### config.mk
export PLATFORM = sky130hd
export DESIGN_NAME = half_adder
export DESIGN_NICKNAME = d
export VERILOG_FILES = /design/src/rtl/ha_pkg.sv /design/src/rtl/ha_cell.sv /design/src/rtl/half_adder.sv
export SDC_FILE = /design/constraint.sdc
export NUM_CORES = 1
export LEC_CHECK = 0
export ABC_AREA = 1
export BUFFER_PORTS_ARGS = -buffer_cell sky130_fd_sc_hd__buf_2
export CAP_MARGIN = 25
export CORE_AREA = 10 10 47 49
export DETAILED_ROUTE_END_ITERATION = 7
export DIE_AREA = 0 0 57 59
export PLACE_DENSITY = 0.3
export SLEW_MARGIN = 15
export SYNTH_ARGS = -nofsm -noshare
export SYNTH_HDL_FRONTEND = slang
export SYNTH_SLANG_ARGS = --single-unit
### constraint.sdc
create_clock -name clk -period 0.8 [get_ports clk]
set_clock_uncertainty 0.1 [all_clocks]
set_input_delay 0.04 -clock clk [delete_from_list [all_inputs] [get_ports clk]]
set_output_delay 0.04 -clock clk [all_outputs]
set_load 0.02 [all_outputs]
### src/rtl/ha_pkg.sv
// Shared defaults and types for the bit-sliced half adder.
package ha_pkg;

  localparam int HA_WIDTH = 1;
  localparam int HA_CNT_W = 16;

  typedef logic [HA_WIDTH-1:0] ha_bits_t;

endpackage

### src/rtl/ha_cell.sv
// Single-bit half adder leaf: sum = a xor b, carry = a and b.
module ha_cell (
  input  logic a,
  input  logic b,
  output logic sum,
  output logic carry
);

  assign sum   = a ^ b;
  assign carry = a & b;

endmodule

### src/rtl/half_adder.sv
// Bit-sliced half adder with a registered copy of the result.
// Optional saturating carry-event counter when HA_STATS_EN is defined.
module half_adder
  import ha_pkg::*;
#(
  parameter int WIDTH = HA_WIDTH
`ifdef HA_STATS_EN
  ,
  parameter int CNT_W = HA_CNT_W
`endif
) (
  input  logic             clk,
  input  logic             rst,
  input  logic [WIDTH-1:0] a,
  input  logic [WIDTH-1:0] b,
  input  logic             in_valid,
  output logic [WIDTH-1:0] sum,
  output logic [WIDTH-1:0] carry,
  output logic [WIDTH-1:0] sum_q,
  output logic [WIDTH-1:0] carry_q,
  output logic             valid_q
`ifdef HA_STATS_EN
  ,
  output logic [CNT_W-1:0] carry_cnt
`endif
);

  for (genvar i = 0; i < WIDTH; i++) begin : g_cell
    ha_cell u_cell (
      .a     (a[i]),
      .b     (b[i]),
      .sum   (sum[i]),
      .carry (carry[i])
    );
  end

  // Valid-only stream, no ready: a/b are captured on every rising edge where
  // in_valid=1; valid_q marks the cycle the captured result is presented.
  // Without in_valid the data registers hold and only valid_q drops.
  always_ff @(posedge clk) begin
    if (rst) begin
      sum_q   <= '0;
      carry_q <= '0;
      valid_q <= 1'b0;
    end else if (in_valid) begin
      sum_q   <= sum;
      carry_q <= carry;
      valid_q <= 1'b1;
    end else begin
      valid_q <= 1'b0;
    end
  end

`ifdef HA_STATS_EN
  // Counts valid cycles with at least one carry-out; sticks at all-ones.
  always_ff @(posedge clk) begin
    if (rst) begin
      carry_cnt <= '0;
    end else if (in_valid && (|carry) && (carry_cnt != {CNT_W{1'b1}})) begin
      carry_cnt <= carry_cnt + 1'b1;
    end
  end
`endif

endmodule

==> reports/results.tsv, run 1 <==
stage	metric	value	unit
run_status	status	complete, but fails checks	
run_status	failing checks	negative hold slack, negative setup slack	
clocking	TritonCTS clock tree	built	
clocking	Max clock buf depth	2	
clocking	Clock Tree Root	clkbuf_4	
drt	DR vias	144	
drt	wire per inst	8.47	um
clocking	Num CTS Buffers	3	
drt	DRT Pass-1 Iters	2	
cells_and_area	most frequent cells in the layout	nor2_1 (5), buf_2 (5), nand2_1 (4)	
cells_and_area	fillers	176	
logic_synthesis	Yosys top cell by area	dfxtp_1	
global_route	Tot GR Track Use	2.67	%
drt	Post-route DRC	0	
floorplan	Die Span Y	59	um
setup_path	worst setup path endpoint	sum_q	
timing	Worst Tran Pin Value	0.111	ns
setup_path	FF-to-FF End	sum_q$_SDFFE_PP0P_	
drt	WL final	398	um
clocking	TritonCTS Sinks	3	
clocking	Clock Pin Slew Worst Setup and Hold Paths	0.04	ns
floorplan	Initial Utilization	8.66	%
hold_path	Hold Path Class	input pin to flop	
setup_path	reg2reg start	sum_q$_SDFFE_PP0P_	
logic_synthesis	Yosys top cell area share	49.5	%
global_route	vias in the first global route	151	
power_and_ir_drop	Peak VDD IR	0.507	mV
logic_synthesis	Cell Area, Synth	121	um2
cells_and_area	Final nets	38	
global_route	first-pass GRT wire length	621	um
place	DP Area	189	um2
floorplan	Ports	10	
global_route	Overflow after GRT	0	
setup_path	worst-path fanout max	2	
logic_synthesis	Yosys reg bits	3	
global_route	initial antenna violation count	0	
setup_path	crit-path cells	buf_6	
setup_path	Crit path depth	1	
floorplan	die width	57	um
logic_synthesis	Synth cell types	5	
setup_path	Worst Path Buf+Inv	1	
timing	unrepaired setup endpoints after global routing	yes	
clocking	Max H-tree Level	1	
setup_path	Worst R2R Setup Slack	0.14	ns
setup_path	delay-heaviest family, CP	flip-flops	
place	GP Congestion	0.694	
flow_run	max_cap viols	0	
cells_and_area	post-layout utilization of the core	17.9	%
floorplan	Rows	14	
cells_and_area	design area	250	um2
cells_and_area	Area growth syn-to-layout	106	%
logic_synthesis	Synth area leaders	dfxtp_1 (49%), nor2_1 (15%), inv_1 (12%)	
drt	initial drt markers	1	
floorplan	DIE AREA	3360	um2
drt	Via density	3.06	
setup_path	cells on worst reg2reg path	2	
logic_synthesis	Cells after Synth	17	
logic_synthesis	Mapped Nets	23	
setup_path	critical path class	flop to output pin	
setup_path	startpoint types	flop	
setup_path	WP data arrival	0.68	ns
timing	Final Worst Setup Slack	-0.0176	ns
logic_synthesis	Yosys Warn Count	0	
clocking	worst-skew pair later-pin latency	0.24	ns
clocking	# Post-CTS Setup Buffers	0	
cells_and_area	Seq. cell area	63.8	um2
global_route	largest net degree at the start of global routing	6	
timing	Fmax	1220	MHz
power_and_ir_drop	leakage power	0.134	nW
timing	WHS	-0.113	ns
timing	post-route minimum period	0.818	ns
setup_path	Critical Path Start	sum_q$_SDFFE_PP0P_	
setup_path	CP endpoint kind	output pin	
timing	Fin. Hold Viols	3	
logic_synthesis	sequential cell area fraction in the yosys report	49.5	%
timing	Final Max Tran Viols	0	
timing	Tcrit/Tclk final	102	%
timing	Max-slew headroom	92.6	%
setup_path	Critical Path RT	0.66	ns
power_and_ir_drop	P per Cell Area	2150	nW/um2
floorplan	Core Region	1400	um2
setup_path	CP peak stage delay	0.33	ns
setup_path	critical path's slowest cell	dfxtp_2	
logic_synthesis	Synth Area per Inst	7.14	um2
drt	Routed Antenna Nets	0	
place	Buffers on Ports	9	
cells_and_area	layout cells sized above 1	54.8	%
cells_and_area	Multi-input gate area	48.8	um2
place	pre-CTS setup slack	-0.00914	ns
cells_and_area	n_diodes	0	
timing	Final Setup Violations	2	
clocking	Post-CTS Hold Fix Bufs	2	
==> cell usage after synthesis (all sizes together) <==
cell   count
nand2      4
dfxtp      3
inv        4
nor2       5
ha         1
==> repair_timing <==
item,in CTS,in global routing
setup endpoints to repair,3,6
gates resized for setup,9,2
hold endpoints to repair,3,3
==> layout make-up <==
| type | instances | area share, % |
|---|---|---|
| multi-input combinational | 10 | 19.5 |
| clock buffer | 4 | 10.5 |
| timing repair buffer | 10 | 30.5 |
| inverter | 4 | 6.00 |
| sequential | 3 | 25.5 |
| tap | 16 | 8.00 |
==> worst min path at each step <==
stage | startpoint | to | slack (ns) | depth (start not counted)
5_1_grt | rst | valid_q$_SDFF_PP0_ | -0.11 | 2
4_1_cts | in_valid | carry_q$_SDFFE_PP0P_ | -0.02 | 3
3_3_place_gp | rst | valid_q$_SDFF_PP0_ | 0.12 | 2
6_report | rst | valid_q$_SDFF_PP0_ | -0.11 | 2
2_1_floorplan | rst | valid_q$_SDFF_PP0_ | 0.01 | 1
3_5_place_dp | rst | valid_q$_SDFF_PP0_ | 0.12 | 2
==> sequential cells by signal, summed over array words and instances, names as in the netlist <==
register / cells
carry_q: 1
sum_q: 1
valid_q: 1
==> worst reg2reg max path: stages, from the launching register on <==
cell	delay, ns
dfxtp_2	0.32
nor2_1	0.09
nor2_1	0.05
==> metal layers <==
layer  vias to the layer above  routed length (um)  track usage [%]
met2                         6                 205             3.88
met5                         -                   0                0
met3                         2                  35             2.36
li1                         76                   -                -
met1                        60                 142             2.00
met4                         0                  13             3.02
==> logic make-up (layout without fill, tap and decap cells) <==
logic type / count (synthesis) / after routing / synth area share [%]
adders and majority gates: 1 / 1 / 10.3
buffers and inverters: 4 / 18 / 12.4
DFF: 3 / 3 / 49.5
and+or+nand+nor: 9 / 9 / 27.8
==> through the flow <==
step,instances,hold WS (ns),TNS (ns),power [mW]
final,47,-0.113,-0.0342,0.537
after global routing,47,-0.109,-0.0935,0.570
after CTS,48,-0.0165,-0.0832,0.554
after detailed placement,42,0.117,-0.00914,0.248
after global placement,42,0.116,-0.0152,0.247
after floorplan,17,0.0112,0,0.217
==> where the power goes <==
part,internal [mW],total [mW],leakage (nW),switching [mW]
Sequential,0.162,0.168,0.0258,0.00584
Clock,0.187,0.273,0.0150,0.0852
Combinational,0.0463,0.0966,0.0931,0.0503
Total,0.396,0.537,0.134,0.141
Power figures use the tool's default switching activity.
==> inputs of run 2 (changes only) <==
CORE_AREA = 2 2 39 41   (was 10 10 47 49)
CTS_BUF_LIST = sky130_fd_sc_hd__clkbuf_8   (was unset)
DIE_AREA = 0 0 41 43   (was 0 0 57 59)
RECOVER_POWER = 100   (was unset)
==> reports/results.tsv, run 2 (synthesized netlist as in run 1, its figures left out) <==
stage	metric	value	unit
clocking	Num CTS Buffers	3	
cells_and_area	Regs by FF count	carry_q x1, sum_q x1, valid_q x1	
clocking	TritonCTS Sinks	3	
power_and_ir_drop	Peak VDD IR	0.530	mV
cells_and_area	n_diodes	0	
floorplan	die width	41	um
global_route	first-pass GRT wire length	455	um
global_route	Top Usage Layer GRT	met2	
floorplan	DIE AREA	1760	um2
timing	Final Setup Violations	0	
setup_path	startpoint types	flop	
timing	Fin. Hold Viols	3	
timing	post-route minimum period	0.796	ns
cells_and_area	Final nets	37	
floorplan	Core Region	1380	um2
power_and_ir_drop	total power after layout	0.690	mW
timing	Tcrit/Tclk final	99.4	%
global_route	met1 Track Usage GR	3.19	%
timing	unrepaired setup endpoints after global routing	yes	
place	Buffers on Ports	9	
place	DP Cell Count	42	
cells_and_area	Area growth syn-to-layout	109	%
cells_and_area	Non-Filler Instances	46	
clocking	TritonCTS clock tree	built	
clocking	# Post-CTS Setup Buffers	0	
drt	Via density	3.20	
global_route	vias in the first global route	129	
drt	Routed Antenna Nets	0	
drt	initial drt markers	6	
clocking	worst-skew pair later-pin latency	0.21	ns
setup_path	CP endpoint kind	output pin	
setup_path	critical path class	flop to output pin	
timing	Max-slew headroom	82.6	%
cells_and_area	fillers	169	
global_route	initial antenna violation count	0	
drt	wire per inst	6.87	um
cells_and_area	layout cells sized above 1	46.7	%
flow_run	max_cap viols	0	
drt	Post-route DRC	0	
hold_path	Hold Path Class	input pin to flop	
global_route	Overflow after GRT	0	
timing	Final Max Tran Viols	0	
timing	Fmax	1260	MHz
drt	DR vias	147	
setup_path	Critical Path RT	0.66	ns
setup_path	crit-path cells	buf_6	
clocking	Max H-tree Level	1	
setup_path	Worst Path Buf+Inv	1	
clocking	Post-CTS Hold Fix Bufs	1	
run_status	failing checks	negative hold slack	
global_route	GRT met3 Usage	3.14	%
power_and_ir_drop	leakage power	0.136	nW
setup_path	delay-heaviest family, CP	flip-flops	
setup_path	WP data arrival	0.66	ns
timing	WHS	-0.114	ns
timing	TNS Setup	0	ns
global_route	largest net degree at the start of global routing	6	
setup_path	worst-path fanout max	2	
setup_path	critical path's slowest cell	dfxtp_2	
floorplan	Rows	14	
power_and_ir_drop	P per Cell Area	2720	nW/um2
floorplan	Die Span Y	43	um
global_route	Tot GR Track Use	4.61	%
floorplan	Ports	10	
clocking	Clock Tree Root	clkbuf_8	
place	GP Congestion	0.559	
global_route	M2 GR Usage	6.56	%
cells_and_area	most frequent cells in the layout	inv_1 (5), nor2_1 (5), nand2_1 (4)	
drt	DRT Pass-1 Iters	2	
floorplan	Initial Utilization	8.77	%
clocking	Clock Pin Slew Worst Setup and Hold Paths	0.03	ns
setup_path	CP peak stage delay	0.33	ns
run_status	status	complete, but fails checks	
drt	WL final	316	um
clocking	Max clock buf depth	2	
timing	Worst Tran Pin Value	0.263	ns
run 2: cell count changes in the layout (fill, tap and decap cells not counted):
cell           change
dlygate4sd3_1      -1
inv_2              -1
clkbuf_1           +1
inv_1              +2
buf_2              -2
buf_4              -1
clkbuf_8           +3
clkbuf_4           -3
clkbuf_2           +1
run 2: final timing paths:
check	from	end	slack, ns	depth (start not counted)
max	carry_q$_SDFFE_PP0P_	carry_q	0.004	1
min	rst	valid_q$_SDFF_PP0_	-0.11	2
max reg2reg	carry_q$_SDFFE_PP0P_	carry_q$_SDFFE_PP0P_	0.13	2
min reg2reg	sum_q$_SDFFE_PP0P_	sum_q$_SDFFE_PP0P_	0.38	2
run 2: timing repair:
item                                    4_1_cts  5_1_grt
hold endpoints to repair                      3        2
endpoints found under the setup margin        3        4
gates resized for setup                       7        2
run 2: layer usage:
layer | up-vias | part of all wire, % | wire, um
li1 | 73 | - | -
met3 | 2 | 15 | 47
met1 | 63 | 34 | 106
met4 | 0 | 6.0 | 19
met2 | 9 | 45 | 142
met5 | - | 0 | 0
run 2: per-stage QoR:
step	setup WS, ns	utilization, %	cell area (um2)
2_1_floorplan	0.0353	-	124
3_3_place_gp	-0.00778	13.7	189
3_5_place_dp	-0.0147	13.7	189
4_1_cts	0.000993	18.9	262
5_1_grt	-0.0169	18.4	254
6_report	0.00443	18.4	254
run 2: layout make-up:
type | instances | area (um2) | area share, %
clock buffer | 3 | 41.3 | 16.3
sequential | 3 | 63.8 | 25.1
tap | 16 | 20.0 | 7.88
multi-input combinational | 10 | 48.8 | 19.2
timing repair buffer | 9 | 61.3 | 24.1
inverter | 4 | 15.0 | 5.91
clock inverter | 1 | 3.75 | 1.48
run 2: power by group:
part | total (mW) | internal [mW] | leakage, nW | switching, mW
clock network | 0.432 | 0.327 | 0.0269 | 0.105
registers | 0.169 | 0.163 | 0.0258 | 0.00611
logic | 0.0890 | 0.0400 | 0.0830 | 0.0490
